## config.mk

```make
export PLATFORM = sky130hd
export DESIGN_NAME = jk_bank_sequencer_flat
export DESIGN_NICKNAME = d
export VERILOG_FILES = /design/src/rtl/jk_bank_sequencer_if.sv /design/src/rtl/jk_bank_sequencer.sv /design/src/flat_wrapper.sv
export SDC_FILE = /design/constraint.sdc
export NUM_CORES = 1
export LEC_CHECK = 0
export ABC_AREA = 1
export CAP_MARGIN = 20
export CORE_ASPECT_RATIO = 1.75
export CORE_MARGIN = 3
export CORE_UTILIZATION = 45
export CTS_BUF_LIST = sky130_fd_sc_hd__clkbuf_2
export DETAILED_ROUTE_END_ITERATION = 6
export PLACE_DENSITY_LB_ADDON = 0.15
export SYNTH_ARGS = -nofsm -noshare
export SYNTH_HDL_FRONTEND = slang
export SYNTH_SLANG_ARGS = --single-unit
```

## constraint.sdc

```tcl
create_clock -name clk -period 3.85 [get_ports clk]
set_input_delay 0.77 -clock clk [delete_from_list [all_inputs] [get_ports clk]]
set_output_delay 0.77 -clock clk [all_outputs]
set_load 0.1 [all_outputs]
```

## src/rtl/jk_bank_sequencer_if.sv

```systemverilog
// Command channel into the JK bank sequencer: valid/ready handshake carrying op + per-flop mask.
interface jk_bank_sequencer_if #(
  parameter int N = 4
);
  logic         cmd_valid;
  logic         cmd_ready;
  logic [1:0]   cmd_op;
  logic [N-1:0] cmd_mask;

  modport master (output cmd_valid, output cmd_op, output cmd_mask, input  cmd_ready);
  modport slave  (input  cmd_valid, input  cmd_op, input  cmd_mask, output cmd_ready);
endinterface

```

## src/rtl/jk_bank_sequencer.sv

```systemverilog
// Command sequencer for a bank of N JK flops: FIFO'd hold/reset/set/toggle commands, shadow Q model.
// Define JK_SEQ_CHECK_EN to add the CHECK state and the sticky q-vs-expected mismatch flags.

module jk_seq_lane (
  input  logic [1:0] op_i,
  input  logic       m_i,
  input  logic       e_i,
  output logic       j_o,
  output logic       k_o,
  output logic       e_nxt_o
);
  assign j_o     = m_i & op_i[1];
  assign k_o     = m_i & op_i[0];
  // JK characteristic equation applied to the shadow bit
  assign e_nxt_o = (j_o & ~e_i) | (~k_o & e_i);
endmodule

module jk_bank_sequencer #(
  parameter int N     = 4,
  parameter int DEPTH = 4
) (
  input  logic                 clk,
  input  logic                 rst,
  jk_bank_sequencer_if.slave   cmd_if,
  output logic [N-1:0]         j_o,
  output logic [N-1:0]         k_o,
  input  logic [N-1:0]         q_i,
  output logic                 busy_o,
  output logic                 done_o,
  output logic [N-1:0]         expected_o,
  output logic                 err_o,
  output logic [N-1:0]         err_bits_o,
  input  logic                 err_clr_i
);
  localparam int AW = $clog2(DEPTH);

  typedef struct packed {
    logic [1:0]   op;
    logic [N-1:0] mask;
  } cmd_t;

  typedef enum logic [1:0] {
    S_INIT  = 2'd0,
    S_IDLE  = 2'd1,
    S_DRIVE = 2'd2
`ifdef JK_SEQ_CHECK_EN
    , S_CHECK = 2'd3
`endif
  } state_e;

  state_e       st_q, st_d;
  logic [N-1:0] j_q, j_d, k_q, k_d;
  logic [N-1:0] exp_q, exp_d, enx_q, enx_d;
  logic         done_q, done_d;

  cmd_t         mem [DEPTH];
  logic [AW:0]  wr_q, rd_q;
  logic         full, empty, push, pop;
  cmd_t         head;

  assign full  = (wr_q[AW] != rd_q[AW]) && (wr_q[AW-1:0] == rd_q[AW-1:0]);
  assign empty = (wr_q == rd_q);
  assign push  = cmd_if.cmd_valid && !full;
  assign head  = mem[rd_q[AW-1:0]];
  assign cmd_if.cmd_ready = !full;

  always_ff @(posedge clk) begin
    if (rst) begin
      wr_q <= '0;
      rd_q <= '0;
    end else begin
      if (push) wr_q <= wr_q + (AW+1)'(1);
      if (pop)  rd_q <= rd_q + (AW+1)'(1);
    end
  end

  always_ff @(posedge clk) begin
    if (push) mem[wr_q[AW-1:0]] <= '{op: cmd_if.cmd_op, mask: cmd_if.cmd_mask};
  end

  logic [N-1:0] lj, lk, le;
  for (genvar i = 0; i < N; i++) begin : g_lane
    jk_seq_lane u_lane (
      .op_i    (head.op),
      .m_i     (head.mask[i]),
      .e_i     (exp_q[i]),
      .j_o     (lj[i]),
      .k_o     (lk[i]),
      .e_nxt_o (le[i])
    );
  end

  always_comb begin
    st_d   = st_q;
    j_d    = j_q;
    k_d    = k_q;
    exp_d  = exp_q;
    enx_d  = enx_q;
    done_d = 1'b0;
    pop    = 1'b0;
    case (st_q)
      S_INIT: begin
        j_d   = '0;
        k_d   = '0;
        exp_d = '0;
        st_d  = S_IDLE;
      end
      S_IDLE: begin
        if (!empty) begin
          pop   = 1'b1;
          j_d   = lj;
          k_d   = lk;
          enx_d = le;
          st_d  = S_DRIVE;
        end
      end
      S_DRIVE: begin
        // bank samples j/k on this closing edge, so the shadow advances with it
        j_d   = '0;
        k_d   = '0;
        exp_d = enx_q;
`ifdef JK_SEQ_CHECK_EN
        st_d  = S_CHECK;
`else
        st_d   = S_IDLE;
        done_d = 1'b1;
`endif
      end
`ifdef JK_SEQ_CHECK_EN
      S_CHECK: begin
        st_d   = S_IDLE;
        done_d = 1'b1;
      end
`endif
      default: st_d = S_INIT;
    endcase
  end

  always_ff @(posedge clk) begin
    if (rst) begin
      st_q   <= S_INIT;
      j_q    <= '0;
      k_q    <= '1;
      exp_q  <= '0;
      enx_q  <= '0;
      done_q <= 1'b0;
    end else begin
      st_q   <= st_d;
      j_q    <= j_d;
      k_q    <= k_d;
      exp_q  <= exp_d;
      enx_q  <= enx_d;
      done_q <= done_d;
    end
  end

  assign j_o        = j_q;
  assign k_o        = k_q;
  assign expected_o = exp_q;
  assign done_o     = done_q;
  assign busy_o     = (st_q != S_IDLE) || !empty;

`ifdef JK_SEQ_CHECK_EN
  logic         err_q;
  logic [N-1:0] errb_q, mism;
  logic         chk;

  assign chk  = (st_q == S_CHECK);
  assign mism = chk ? (q_i ^ exp_q) : '0;

  // a mismatch in the same cycle as err_clr survives; older bits are dropped
  always_ff @(posedge clk) begin
    if (rst) begin
      err_q  <= 1'b0;
      errb_q <= '0;
    end else begin
      err_q  <= (err_q & ~err_clr_i) | (|mism);
      errb_q <= (err_clr_i ? '0 : errb_q) | mism;
    end
  end

  assign err_o      = err_q;
  assign err_bits_o = errb_q;
`else
  logic unused_chk;
  assign unused_chk = ^{q_i, err_clr_i};
  assign err_o      = 1'b0;
  assign err_bits_o = '0;
`endif

endmodule

```

## src/flat_wrapper.sv

```systemverilog
// flat-port wrapper written by rule: the top's interface ports become plain ports
module jk_bank_sequencer_flat 
#(
  parameter int N     = 4,
  parameter int DEPTH = 4
)
  (clk, rst, j_o, k_o, q_i, busy_o, done_o, expected_o, err_o, err_bits_o, err_clr_i, cmd_if_cmd_valid, cmd_if_cmd_op, cmd_if_cmd_mask, cmd_if_cmd_ready);
  jk_bank_sequencer_if #(.N(N)) cmd_if_i ();
  input  logic clk;
  input  logic rst;
  output logic [N-1:0] j_o;
  output logic [N-1:0] k_o;
  input  logic [N-1:0] q_i;
  output logic busy_o;
  output logic done_o;
  output logic [N-1:0] expected_o;
  output logic err_o;
  output logic [N-1:0] err_bits_o;
  input  logic err_clr_i;
  input wire logic [$bits(cmd_if_i.cmd_valid)-1:0] cmd_if_cmd_valid;
  input wire logic [$bits(cmd_if_i.cmd_op)-1:0] cmd_if_cmd_op;
  input wire logic [$bits(cmd_if_i.cmd_mask)-1:0] cmd_if_cmd_mask;
  output wire logic [$bits(cmd_if_i.cmd_ready)-1:0] cmd_if_cmd_ready;
  assign cmd_if_i.cmd_valid = cmd_if_cmd_valid;
  assign cmd_if_i.cmd_op = cmd_if_cmd_op;
  assign cmd_if_i.cmd_mask = cmd_if_cmd_mask;
  assign cmd_if_cmd_ready = cmd_if_i.cmd_ready;
  jk_bank_sequencer #(.N(N), .DEPTH(DEPTH)) u_core (.clk(clk), .rst(rst), .cmd_if(cmd_if_i), .j_o(j_o), .k_o(k_o), .q_i(q_i), .busy_o(busy_o), .done_o(done_o), .expected_o(expected_o), .err_o(err_o), .err_bits_o(err_bits_o), .err_clr_i(err_clr_i));
endmodule
```

==> results of run 1 <==
[power by group through the flow]
| stage | Sequential [mW] | Combinational [mW] | Clock (mW) |
|---|---|---|---|
| CTS | 0.635 | 0.319 | 0.295 |
| floorplan | 0.699 | 0.201 | 0 |
| detailed placement | 0.646 | 0.318 | 0 |
| finish | 0.634 | 0.317 | 0.285 |
| global route | 0.639 | 0.349 | 0.314 |
| global placement | 0.645 | 0.316 | 0 |
[sequential cells by signal, summed over array words and instances (netlist names), named ones only]
register / flops
u_core.enx_q: 4
u_core.rd_q: 3
u_core.st_q: 2
u_core.done_o: 1
u_core.mem: 24
u_core.j_o: 4
u_core.expected_o: 4
u_core.k_o: 4
u_core.wr_q: 3
[cells in the mapped netlist, drive strengths merged]
cell type and instances:
nand2 63, nand4 6, a21oi 7, xor2 2, o211ai 4, inv 54
nor2 14, buf 15, nand3 28, conb 1, edfxtp 24, dfxtp 27
clkbuf 1, o32ai 4, o21ai 6, ha 5, nand3b 1
[area by class of cell]
type / instances / share of cell area, %
Multi-Input combinational cell: 145 / 28.4
Inverter: 54 / 7.88
Sequential cell: 51 / 49.0
Clock inverter: 3 / 1.80
Timing Repair Buffer: 25 / 9.43
Clock buffer: 5 / 0.972
Tap cell: 52 / 2.53
[worst max-delay path: stages, from the launching register on]
cell,delay (ns)
dfxtp_1,0.50
inv_2,0.08
nand2_1,0.06
nand2_1,0.07
nand4_1,0.12
clkdlybuf4s50_1,1.15
[per-stage QoR]
stage	util, %	setup WS [ns]
finish	53.3	0.674
global route	53.3	0.496
CTS	53.3	0.628
detailed placement	51.8	1.16
global placement	51.8	1.16
floorplan	-	1.42
[cell families after synthesis]
group,Yosys count,synth area share [%]
AND/OR/NAND/NOR,112,20.9
buffers and inverters,70,14.1
flip-flops,51,54.8
AO/OA/AOI/OAI,21,6.52
adder cells (fa/ha/maj),5,2.72
XOR/XNOR,2,0.761
other,1,0.163
[worst min-delay path by stage]
stage	start	to	slack, ns	cells past startpoint
finish	u_core.enx_q[1]$_SDFFE_PP0P_	u_core.expected_o[1]$_SDFFE_PP0N_	0.48	2
global route	u_core.enx_q[1]$_SDFFE_PP0P_	u_core.expected_o[1]$_SDFFE_PP0N_	0.49	2
CTS	u_core.enx_q[1]$_SDFFE_PP0P_	u_core.expected_o[1]$_SDFFE_PP0N_	0.48	2
detailed placement	u_core.enx_q[0]$_SDFFE_PP0P_	u_core.expected_o[0]$_SDFFE_PP0N_	0.47	2
global placement	u_core.enx_q[0]$_SDFFE_PP0P_	u_core.expected_o[0]$_SDFFE_PP0N_	0.46	2
floorplan	u_core.enx_q[3]$_SDFFE_PP0P_	u_core.expected_o[3]$_SDFFE_PP0N_	0.45	2
[metal layers]
metal  wire (µm)  GRT usage (%)
met1        1950           19.7
met2        2170           26.6
met3         160           3.59
met4          76           6.14
met5           0              0
==> impl_metrics.tcl, run 1 <==
set metrics [dict create \
    grt_start_max_net_pins 21 \
    number_of_antenna_violations_at_the_first_check_in_global_routing 0 \
    diodes 0 \
    p_leak_nw 1.14 \
    post_synth_instance_area_um2 2300 \
    synth.yosys.seq_area_share_pct 54.8 \
    multi_input_comb_area_um2 731 \
    status "complete, no violations" \
    post_route_cells_drive_above_1_share_pct 7.77 \
    postSynthRegisterBits 51 \
    nets 301 \
    timing.final.crit_period_ns 3.18 \
    detail_route.drc_violations 0 \
    floorplan.die.height_um 101 \
    clock_latency_on_the_worst_skew_pair_ns 0.43 \
    report.final.slew_viol_count 0 \
    cts.clk_slew.worst_paths_ns 0.25 \
    worst-slew-pin-transition_ns 0.978 \
    most_common_cell_after_layout_fill_and_taps_aside "nand2_1" \
    worst-r2r-setup-slack_ns 1.96 \
    setup_repair_after_global_routing_missed_its_margin "no" \
    cts-resized-gates 0 \
    setup.worst_path.class "flip-flop to output port" \
    slew_margin_rel_pct 34.6 \
    top_level_ports 34 \
    power_density_nw_per_um2 480 \
    r2r_start "u_core.wr_q[0]$_SDFFE_PP0P_" \
    final-seq-area_um2 1260 \
    dr.pass1.iters 4 \
    required_ns 3.08 \
    fillerInstances 461 \
    capturing_point_of_the_worst_reg2reg_path "u_core.mem[0][4]$_DFFE_PP_" \
    crit_path_end_kind "output port" \
    fin_worst_hold_slack_ns 0.482 \
    gr-total-overflow 0 \
    final_setup_viols 0 \
    timing.fmax_ghz 0.315 \
    detail_route.wl_per_cell_um 13.0 \
    postRouteAntennaNets 0 \
    synthCells 262 \
    worst_clk_skew_ns 0.0185 \
    synth_warnings 0 \
    dr.first_iter.drc_count 39 \
    timing_hold_violations_final 0 \
    post_dp_cell_area_um2 2500 \
    share_comb_of_total_power_pct 25.6 \
    clock_tree.root_cell "clkbuf_2" \
    layout.cells.non_filler 335 \
    layout_common_cells "nand2_1, inv_1, nand3_1, dfxtp_1, edfxtp_1" \
    gpl.final_weighted_congestion 0.761 \
    design_area_final_um2 2570 \
    holdCritPathClass "flip-flop to flip-flop" \
    detail_route.wirelength_mm 4.36 \
    synth_top_area_cells "edfxtp_1, dfxtp_1, nand2_1" \
    cp.arrival_ns 2.41 \
    first_pass_grt_wire_length_mm 7.17 \
    die_w_um 60.1 \
    synthesis.area_per_instance_um2 8.79 \
    min_period_over_period_pct 82.5 \
    dieArea_um2 6040 \
    area_growth_pct 11.8 \
    cts_htree_levels 2 \
    report.power.total_mw 1.24 \
    max-vdd-ir-drop_mv 0.381 \
    number_of_buffers_inserted_by_hold_repair_at_cts 0 \
    coreArea_um2 4830 \
    yosys.area.top_type_share_pct 31.3 \
    p_clk_share_pct 23.1 \
    via_count_of_the_first_global_routing_pass 1546 \
    crit_path_end "busy_o" \
    place.detailed.instances 327 \
    worstSetupStartpoint "u_core.wr_q[0]$_SDFFE_PP0P_" \
    cts_inserted_buffers 5 \
    cap_violations 0 \
    fin_tns_setup_ns 0 \
    top_cell_type_by_total_area_after_synthesis "edfxtp_1" \
    internal_power_mw 0.800 \
    netlist-cell-type-count 23 \
    power.net_switching_mw 0.436 \
    numPortBuffers 23 \
    power.switching_fraction_pct 35.2 \
    reg2reg_depth 6 \
    ctsLongestPathBuffers 2 \
    vias 1614 \
    floorplan.initialDensity_pct 47.7 \
    clock_sink_count 51 \
    timing.critical_path.from_type "flip-flop" \
    placement_rows 33 \
    viasPerCell 4.82 \
    groute.usage.overall_pct 16.0 \
    worstPathMaxFanout 6 \
    post_detail_place_hpwl_mm 3.11 \
    share_seq_of_total_power_pct 51.3 \
    post_cts.repair.setup_buffers 0 \
    cts_tree "done" \
]
(Power assumes the default switching activity.)
==> inputs of run 2 (changes only) <==
Clock period 3.85 ns to 2.7 ns, I/O delays scaled along.
==> impl_metrics.tcl, run 2 (same netlist as run 1, synthesis figures left out) <==
set metrics [dict create \
    status "complete, no violations" \
    layout_setup_ws_ns 0.480 \
    most_common_cell_after_layout_fill_and_taps_aside "nand2_1" \
    worstPathMaxFanout 6 \
    ctsLongestPathBuffers 2 \
    post_detail_place_hpwl_mm 3.17 \
    dr.first_iter.drc_count 59 \
    gr-total-overflow 0 \
    global_route.usage.met1_pct 18.1 \
    critical_path_buf_inv_count 2 \
    timing.critical_path.from_type "flip-flop" \
    post_cts.repair.setup_buffers 0 \
    numPortBuffers 23 \
    worst_path_most_repeated_cell "nand2_1" \
    required_ns 2.16 \
    fin_worst_hold_slack_ns 0.493 \
    slew_margin_rel_pct 57.3 \
    clock_tree.root_cell "clkbuf_2" \
    cts.clk_slew.worst_paths_ns 0.26 \
    detail_route.wl_per_cell_um 12.8 \
    first_pass_grt_wire_length_mm 6.89 \
    holdCritPathClass "flip-flop to flip-flop" \
    dieArea_um2 6040 \
    cts_htree_levels 2 \
    clock_latency_on_the_worst_skew_pair_ns 0.44 \
    groute.usage.overall_pct 15.3 \
    crit_path_cells "inv_2 > nand2_1 > nand2_1 > nand4_1 > buf_4" \
    report.power.total_mw 1.67 \
    area_growth_pct 10.6 \
    placement_rows 33 \
    placement_setup_slack_ns 0.595 \
    grt_met3_use_pct 3.72 \
    cp.arrival_ns 1.68 \
    timing.final.crit_period_ns 2.22 \
    use_met2_pct 26.1 \
    worst_clk_skew_ns 0.0305 \
    worst-r2r-setup-slack_ns 0.80 \
    global_route.peak_usage_layer "met2" \
    cap_violations 0 \
    timing.fmax_ghz 0.451 \
    grt_start_max_net_pins 21 \
    postRouteAntennaNets 0 \
    detail_route.drc_violations 0 \
    design_area_final_um2 2550 \
    report.final.slew_viol_count 0 \
    dr.pass1.iters 4 \
    timing_hold_violations_final 0 \
    floorplan.initialDensity_pct 47.7 \
    floorplan.die.height_um 101 \
    critical_path.top_delay_family "flip-flops" \
    cts_inserted_buffers 5 \
    coreArea_um2 4830 \
    max_ffs_per_register 24 \
    max_stage_delay_ns 0.51 \
    crit_path_end_kind "output port" \
    layout_common_cells "nand2_1, inv_1, nand3_1, dfxtp_1, edfxtp_1" \
    nets 305 \
    setup_repair_after_global_routing_missed_its_margin "no" \
    setup.worst_path.class "flip-flop to output port" \
    max-vdd-ir-drop_mv 0.630 \
    cts-resized-gates 0 \
    gpl.final_weighted_congestion 0.759 \
    number_of_antenna_violations_at_the_first_check_in_global_routing 0 \
    post_dp_cell_area_um2 2500 \
    top_level_ports 34 \
    min_period_over_period_pct 82.2 \
    die_w_um 60.1 \
    fin_tns_setup_ns 0 \
    power_density_nw_per_um2 656 \
    diodes 0 \
    final_setup_viols 0 \
    vias 1642 \
    number_of_buffers_inserted_by_hold_repair_at_cts 0 \
    clock_sink_count 51 \
    worst-slew-pin-transition_ns 0.638 \
    p_leak_nw 1.17 \
    detail_route.wirelength_mm 4.34 \
    viasPerCell 4.84 \
    post_route_cells_drive_above_1_share_pct 13.9 \
    critPathSlowestCell "dfxtp_1" \
    cts_tree "done" \
    via_count_of_the_first_global_routing_pass 1482 \
]
run 2: worst register-to-register path, stage by stage, from the launching register on:
cell	delay, ns
dfxtp_1	0.51
inv_2	0.07
nand2_1	0.06
nand2_1	0.08
nand4_1	0.20
nand2_2	0.13
nor2_1	0.52
run 2: worst paths after layout:
| check | start | to | depth (start not counted) |
|---|---|---|---|
| hold reg to reg | u_core.enx_q[0]$_SDFFE_PP0P_ | u_core.expected_o[0]$_SDFFE_PP0N_ | 2 |
| setup reg to reg | u_core.wr_q[0]$_SDFFE_PP0P_ | u_core.mem[2][5]$_DFFE_PP_ | 6 |
| hold / removal | u_core.enx_q[0]$_SDFFE_PP0P_ | u_core.expected_o[0]$_SDFFE_PP0N_ | 2 |
| setup / recovery | u_core.wr_q[0]$_SDFFE_PP0P_ | cmd_if_cmd_ready | 5 |
run 2: routing by layer:
layer | share of wire, % | wire, µm | vias to the layer above
met5 | 0 | 0 | -
met4 | 1.6 | 69 | 0
met3 | 3.5 | 153 | 5
met2 | 51 | 2210 | 31
met1 | 44 | 1910 | 741
li1 | - | - | 865
run 2: cell type report:
type / instances / area [µm²]
Tap cell: 52 / 65.1
Clock inverter: 3 / 23.8
Timing Repair Buffer: 29 / 238
Sequential cell: 51 / 1260
Inverter: 54 / 203
Clock buffer: 5 / 25.0
Fill cell: 462 / 2280
Multi-Input combinational cell: 145 / 731
run 2: where the power goes:
group	internal (mW)	leakage, nW	switching, mW
clock	0.0665	0.0256	0.250
combinational	0.115	0.702	0.336
sequential	0.866	0.442	0.0381
total	1.05	1.17	0.624
run 2: per-stage QoR:
stage | std cells | utilization (%)
after floorplan | 266 | -
after global placement | 331 | 51.7
after detailed placement | 331 | 51.7
after CTS | 339 | 52.7
after global routing | 339 | 52.7
final | 339 | 52.7
